`config.mk`:
```
export PLATFORM = sky130hd
export DESIGN_NAME = stage_complete
export DESIGN_NICKNAME = d
export VERILOG_FILES = /design/src/rtl/stage_complete.sv
export SDC_FILE = /design/constraint.sdc
export NUM_CORES = 1
export LEC_CHECK = 0
export CAP_MARGIN = 20
export CELL_PAD_IN_SITES_DETAIL_PLACEMENT = 1
export CELL_PAD_IN_SITES_GLOBAL_PLACEMENT = 1
export CORE_MARGIN = 4
export CORE_UTILIZATION = 45
export CTS_BUF_LIST = sky130_fd_sc_hd__clkbuf_16
export CTS_CLUSTER_SIZE = 25
export DETAILED_ROUTE_END_ITERATION = 6
export PLACE_DENSITY_LB_ADDON = 0.1
export SLEW_MARGIN = 20
export SYNTH_ARGS = -nofsm -noshare
export SYNTH_HDL_FRONTEND = slang
export SYNTH_SLANG_ARGS = --single-unit
export TNS_END_PERCENT = 10
```
`constraint.sdc`:
```
create_clock -name clock -period 6.3 [get_ports clock]
set_clock_uncertainty 0.1 [all_clocks]
set_input_delay 1.26 -clock clock [delete_from_list [all_inputs] [get_ports clock]]
set_output_delay 1.26 -clock clock [all_outputs]
set_load 0.02 [all_outputs]
```
`src/rtl/stage_complete.sv`:
```
// stage_complete: completion buffer that queues execute results oldest-first and drains up to CDB_W per cycle.
// Optional same-cycle input-to-CDB bypass is enabled by defining COMPLETE_BYPASS_EN.
module stage_complete #(
    parameter int unsigned N         = 3,
    parameter int unsigned CDB_W     = 2,
    parameter int unsigned DEPTH     = 8,
    parameter int unsigned ROB_IDX_W = 5,
    parameter int unsigned TAG_W     = 6,
    parameter int unsigned DATA_W    = 32
) (
    input  logic                         clock,
    input  logic                         reset,
    input  logic                         flush,
    input  logic [N-1:0]                 in_valid,
    input  logic [N*ROB_IDX_W-1:0]       in_rob_idx,
    input  logic [N*TAG_W-1:0]           in_dest_tag,
    input  logic [N-1:0]                 in_has_dest,
    input  logic [N*DATA_W-1:0]          in_value,
    output logic                         in_ready,
    output logic [CDB_W-1:0]             cdb_valid,
    output logic [CDB_W*ROB_IDX_W-1:0]   cdb_rob_idx,
    output logic [CDB_W*TAG_W-1:0]       cdb_dest_tag,
    output logic [CDB_W-1:0]             cdb_has_dest,
    output logic [CDB_W*DATA_W-1:0]      cdb_value,
    output logic [$clog2(DEPTH):0]       occupancy,
    output logic                         overflow_err
);
    localparam int unsigned PW = $clog2(DEPTH);
    localparam int unsigned OW = PW + 1;

    typedef struct packed {
        logic [ROB_IDX_W-1:0] rob_idx;
        logic [TAG_W-1:0]     dest_tag;
        logic                 has_dest;
        logic [DATA_W-1:0]    value;
    } entry_t;

    entry_t        mem_q [DEPTH];
    logic [PW-1:0] head_q, head_d;
    logic [PW-1:0] tail_q, tail_d;
    logic [OW-1:0] occ_q, occ_d;
    logic          ovf_q, ovf_d;

    entry_t        lane_e  [N];
    entry_t        slot_e  [CDB_W];
    logic [N-1:0]  byp_lane;
    logic [N-1:0]  wr_lane;
    logic [PW-1:0] wr_addr [N];
    logic [OW-1:0] pops;
    logic [OW-1:0] free;
    logic [OW-1:0] acc;
    logic          drop;

    always_comb begin
        for (int unsigned i = 0; i < N; i++) begin
            lane_e[i].rob_idx  = in_rob_idx[i*ROB_IDX_W +: ROB_IDX_W];
            lane_e[i].dest_tag = in_dest_tag[i*TAG_W +: TAG_W];
            lane_e[i].has_dest = in_has_dest[i];
            lane_e[i].value    = in_value[i*DATA_W +: DATA_W];
        end
    end

    // Slot j shows FIFO entry head+j; unfilled slots optionally take this cycle's lanes.
    always_comb begin
        pops      = (occ_q > OW'(CDB_W)) ? OW'(CDB_W) : occ_q;
        cdb_valid = '0;
        byp_lane  = '0;
        for (int unsigned j = 0; j < CDB_W; j++) begin
            slot_e[j] = '0;
            if (OW'(j) < occ_q) begin
                cdb_valid[j] = 1'b1;
                slot_e[j]    = mem_q[head_q + PW'(j)];
            end
        end
`ifdef COMPLETE_BYPASS_EN
        for (int unsigned j = 0; j < CDB_W; j++) begin : g_byp
            logic found;
            found = 1'b0;
            if (!cdb_valid[j] && !flush && reset) begin
                for (int unsigned i = 0; i < N; i++) begin
                    if (!found && in_valid[i] && !byp_lane[i]) begin
                        found        = 1'b1;
                        byp_lane[i]  = 1'b1;
                        cdb_valid[j] = 1'b1;
                        slot_e[j]    = lane_e[i];
                    end
                end
            end
        end
`endif
    end

    always_comb begin
        cdb_rob_idx  = '0;
        cdb_dest_tag = '0;
        cdb_has_dest = '0;
        cdb_value    = '0;
        for (int unsigned j = 0; j < CDB_W; j++) begin
            cdb_rob_idx[j*ROB_IDX_W +: ROB_IDX_W] = slot_e[j].rob_idx;
            cdb_dest_tag[j*TAG_W +: TAG_W]        = slot_e[j].dest_tag;
            cdb_has_dest[j]                       = slot_e[j].has_dest;
            cdb_value[j*DATA_W +: DATA_W]         = slot_e[j].value;
        end
    end

    // Free space counts this cycle's pops; lowest-index lanes win when space runs out.
    always_comb begin
        free    = OW'(DEPTH) - occ_q + pops;
        acc     = '0;
        drop    = 1'b0;
        wr_lane = '0;
        for (int unsigned i = 0; i < N; i++) begin
            wr_addr[i] = tail_q + acc[PW-1:0];
            if (in_valid[i] && !byp_lane[i] && !flush) begin
                if (acc < free) begin
                    wr_lane[i] = 1'b1;
                    acc        = acc + 1'b1;
                end else begin
                    drop = 1'b1;
                end
            end
        end
    end

    always_comb begin
        head_d = head_q + pops[PW-1:0];
        tail_d = tail_q + acc[PW-1:0];
        occ_d  = occ_q - pops + acc;
        ovf_d  = ovf_q | drop;
        if (flush) begin
            head_d = '0;
            tail_d = '0;
            occ_d  = '0;
            ovf_d  = ovf_q;
        end
    end

    always_ff @(posedge clock or negedge reset) begin
        if (!reset) begin
            head_q <= '0;
            tail_q <= '0;
            occ_q  <= '0;
            ovf_q  <= 1'b0;
        end else begin
            head_q <= head_d;
            tail_q <= tail_d;
            occ_q  <= occ_d;
            ovf_q  <= ovf_d;
        end
    end

    always_ff @(posedge clock) begin
        for (int unsigned i = 0; i < N; i++) begin
            if (wr_lane[i]) begin
                mem_q[wr_addr[i]] <= lane_e[i];
            end
        end
    end

    assign in_ready     = (occ_q <= OW'(DEPTH - N));
    assign occupancy    = occ_q;
    assign overflow_err = ovf_q;

endmodule

```
==> impl_results.md <==
- Status: completed
- Net Count, Synth: 1906
- Peak fanout along the critical path: 8
- Synth Area in Compound Gates: 0.0159
- Detailed Route WL: 86.9 mm
- FF-to-FF Start: occupancy[3]
- CTS tree: yes
- Final Hold Fails: 0
- Flop-to-flop setup slack: 0.60 ns
- #FFs+latches synth: 363
- Peak supply drop: 0.336 mV
- Final worst path period share: 0.905
- Row count: 87
- Max Cap Viol: 0
- Least-Margin Pin Slew: 1.10 ns
- Hold path depth: 2
- Initial Utilization: 0.456
- Element type at the critical path end: flop
- Final number of setup-violating endpoints: 0
- Post-synth EDFFs: 352
- Number of setup buffers added after CTS: 0
- Nets: 2099
- Core Util, Final: 0.536
- Async S/R FF share, synth: 0.0303
- Reg-to-reg endpoint: occupancy[2]
- Root Buffer: clkbuf_16
- Pin count of the biggest net entering global routing: 147
- Most frequent cells in the layout: mux2_2, edfxtp_1, clkdlybuf4s50_1
- Final Max Tran Viols: 0
- Die Footprint: 61100 µm²
- Clk sinks: 363
- Adder-Cell Fraction of Synth Area: 0.0120
- Post-Synth Simple-Gate Area: 0.0347
- Chip Height: 247 µm
- CP startpoint kind: flop
- Max frequency: 175 MHz
- Fill count: 5410
- Synthesis-to-layout area growth: 17.5%
- First-pass GRT wire length: 129 mm
- Leakage Power: 0.00978 µW
- Detailed Route Iter0 Violations: 1513
- Dpl hpwl: 50.6 mm
- Commonest non-fill, non-tap cell in the layout: mux2_2
- Synth warn: 0
- I/O pins: 234
- Core ar.: 56500 µm²
- Total gr overflow: 0
- Crit path DAT: 6.05 ns
- Area of placed instances: 28900 µm²
- Tmin final: 5.70 ns
- Total Neg Setup Slack: 0 ns
- Post-DRT Antenna Nets: 0
- WHS Endpoint: overflow_err
- WP data required: 6.65 ns
- DR pass1 iterations: 5
- Drt drc: 0
- Top_reg_cell synth: edfxtp_1
- Leading area contributor after synthesis: edfxtp_1
- Synth area leaders: edfxtp_1, mux2_2, mux4_2
- RSZ-0062 raised after global routing: false
- Combinational family with the most area after synthesis: multiplexers
- Max-slew headroom: 0.266
- Synth unique cells: 49
- Clock Path Buffers: 3
- HP Class: reg -> reg
- R2R cell count: 23
- CTS H-Tree Depth: 2
- Sequential area share after synthesis: 0.421
- Input/output buffers: 233
- CTS clk-pin slew, worst paths: 0.05 ns
- Multi-input logic area: 14200 µm²
- Post-synth top area share: 0.410
- XOR/XNOR Fraction of Synth Area: 0.00471
- Worst hold path startpoint: overflow_err
- Register area: 10900 µm²
- Worst-Skew Late Latency: 0.58 ns
- Post-synthesis cell count: 1747
- Die Wd: 247 µm
- Mapped Area: 25800 µm²
- Mux contribution to synthesized area: 0.479
- Layout cells sized above 1: 0.511
- WL per Instance: 31.8 µm
- Initial antenna violation count: 2
- CTS Buf Count: 45
- CP Class: reg -> reg
- Via count: 17407
- GP Congestion: 0.821
- Vias in the first global route: 19001
- Total track usage: 0.284
- Pwr dens: 440 nW/µm²
- N_diodes: 0
- Vias per cell: 6.37
- Synthesized area per cell: 14.7 µm²
- Total power: 13300 µW
- Post-Layout Inst Area: 30300 µm²
final cells by class:
type,instances,area share
Clock buffer,47,0.0389
Tap cell,756,0.0312
Timing Repair Buffer,290,0.0954
Inverter,16,0.00203
Clock inverter,35,0.00570
Sequential cell,363,0.359
Multi-Input combinational cell,1224,0.468
stage by stage:
stage	setup WS (ns)	instances	hold WS, ns
2_1_floorplan	0.0734	1747	0.471
3_3_place_gp	0.580	2649	0.368
3_5_place_dp	0.317	2649	0.370
4_1_cts	0.298	2731	0.387
5_1_grt	0.0506	2731	0.469
6_report	0.598	2731	0.383
sequential cells by signal, indices dropped and copies added (netlist names):
register      flops
head_q            3
overflow_err      1
tail_q            3
mem_q           352
occupancy         4
repair_timing:
action	4_1_cts	5_1_grt
resized for setup	0	2
hold buffers	0	0
endpoints found under the setup margin	0	40
worst max-delay path: stages (launching register included):
cell and delay [ns]:
dfrtp_1 0.48, o31a_1 0.43, inv_1 0.14, ha_1 0.16
inv_1 0.06, fa_1 0.43, xnor2_2 0.32, nor3_2 0.13
nor2_1 0.38, ha_1 0.23, nand2_1 0.11, inv_1 0.12
ha_1 0.23, o21ai_0 0.22, o21ai_0 0.15, nand2_1 0.18
nor4b_1 0.38, a211oi_1 0.10, ha_1 0.30, inv_1 0.04
ha_1 0.22, fa_1 0.45, xnor2_1 0.17, nor2_1 0.05
synthesized netlist by cell type, types with 13 or more instances:
| master | instances |
|---|---|
| mux2i_1 | 45 |
| ha_1 | 16 |
| mux2_1 | 14 |
| inv_1 | 15 |
| buf_1 | 17 |
| mux4_2 | 176 |
| nor2_1 | 53 |
| edfxtp_1 | 352 |
| nand2_1 | 99 |
| buf_6 | 17 |
| a21oi_1 | 49 |
| buf_2 | 43 |
| buf_4 | 13 |
| clkbuf_1 | 54 |
| mux2_2 | 690 |
metal layers:
layer  wire, µm  vias to the layer above  share of wire  track usage
li1           -                     7348              -            -
met1      37400                     9295           0.43        0.398
met2      41900                      635           0.48        0.467
met3       5870                      125          0.068       0.0475
met4       1800                        4          0.021       0.0627
met5         24                        -        0.00028            0
worst max-delay path by stage:
stage	from	to	slack, ns
floorplan	occupancy[3]	mem_q[5][0]	0.07
global placement	occupancy[3]	mem_q[0][22]	0.58
detailed placement	occupancy[3]	mem_q[0][5]	0.32
CTS	occupancy[3]	mem_q[0][5]	0.30
global route	occupancy[3]	occupancy[2]	0.05
finish	occupancy[3]	occupancy[2]	0.60
power breakdown:
| group | switching [µW] | internal (µW) |
|---|---|---|
| Combinational | 3980 | 3250 |
| Clock | 1080 | 1380 |
| Sequential | 301 | 3330 |
| Total | 5360 | 7960 |
logic make-up (layout without fill, tap and decap cells):
kind of cell    count (synthesis)  after routing
flops                         363            363
fa+ha+maj                      22             22
buf+inv                       160            388
mux                           925            925
compound gates                 69             69
xor+xnor                       13             13
simple gates                  195            195
Power figures use the tool's default switching activity.
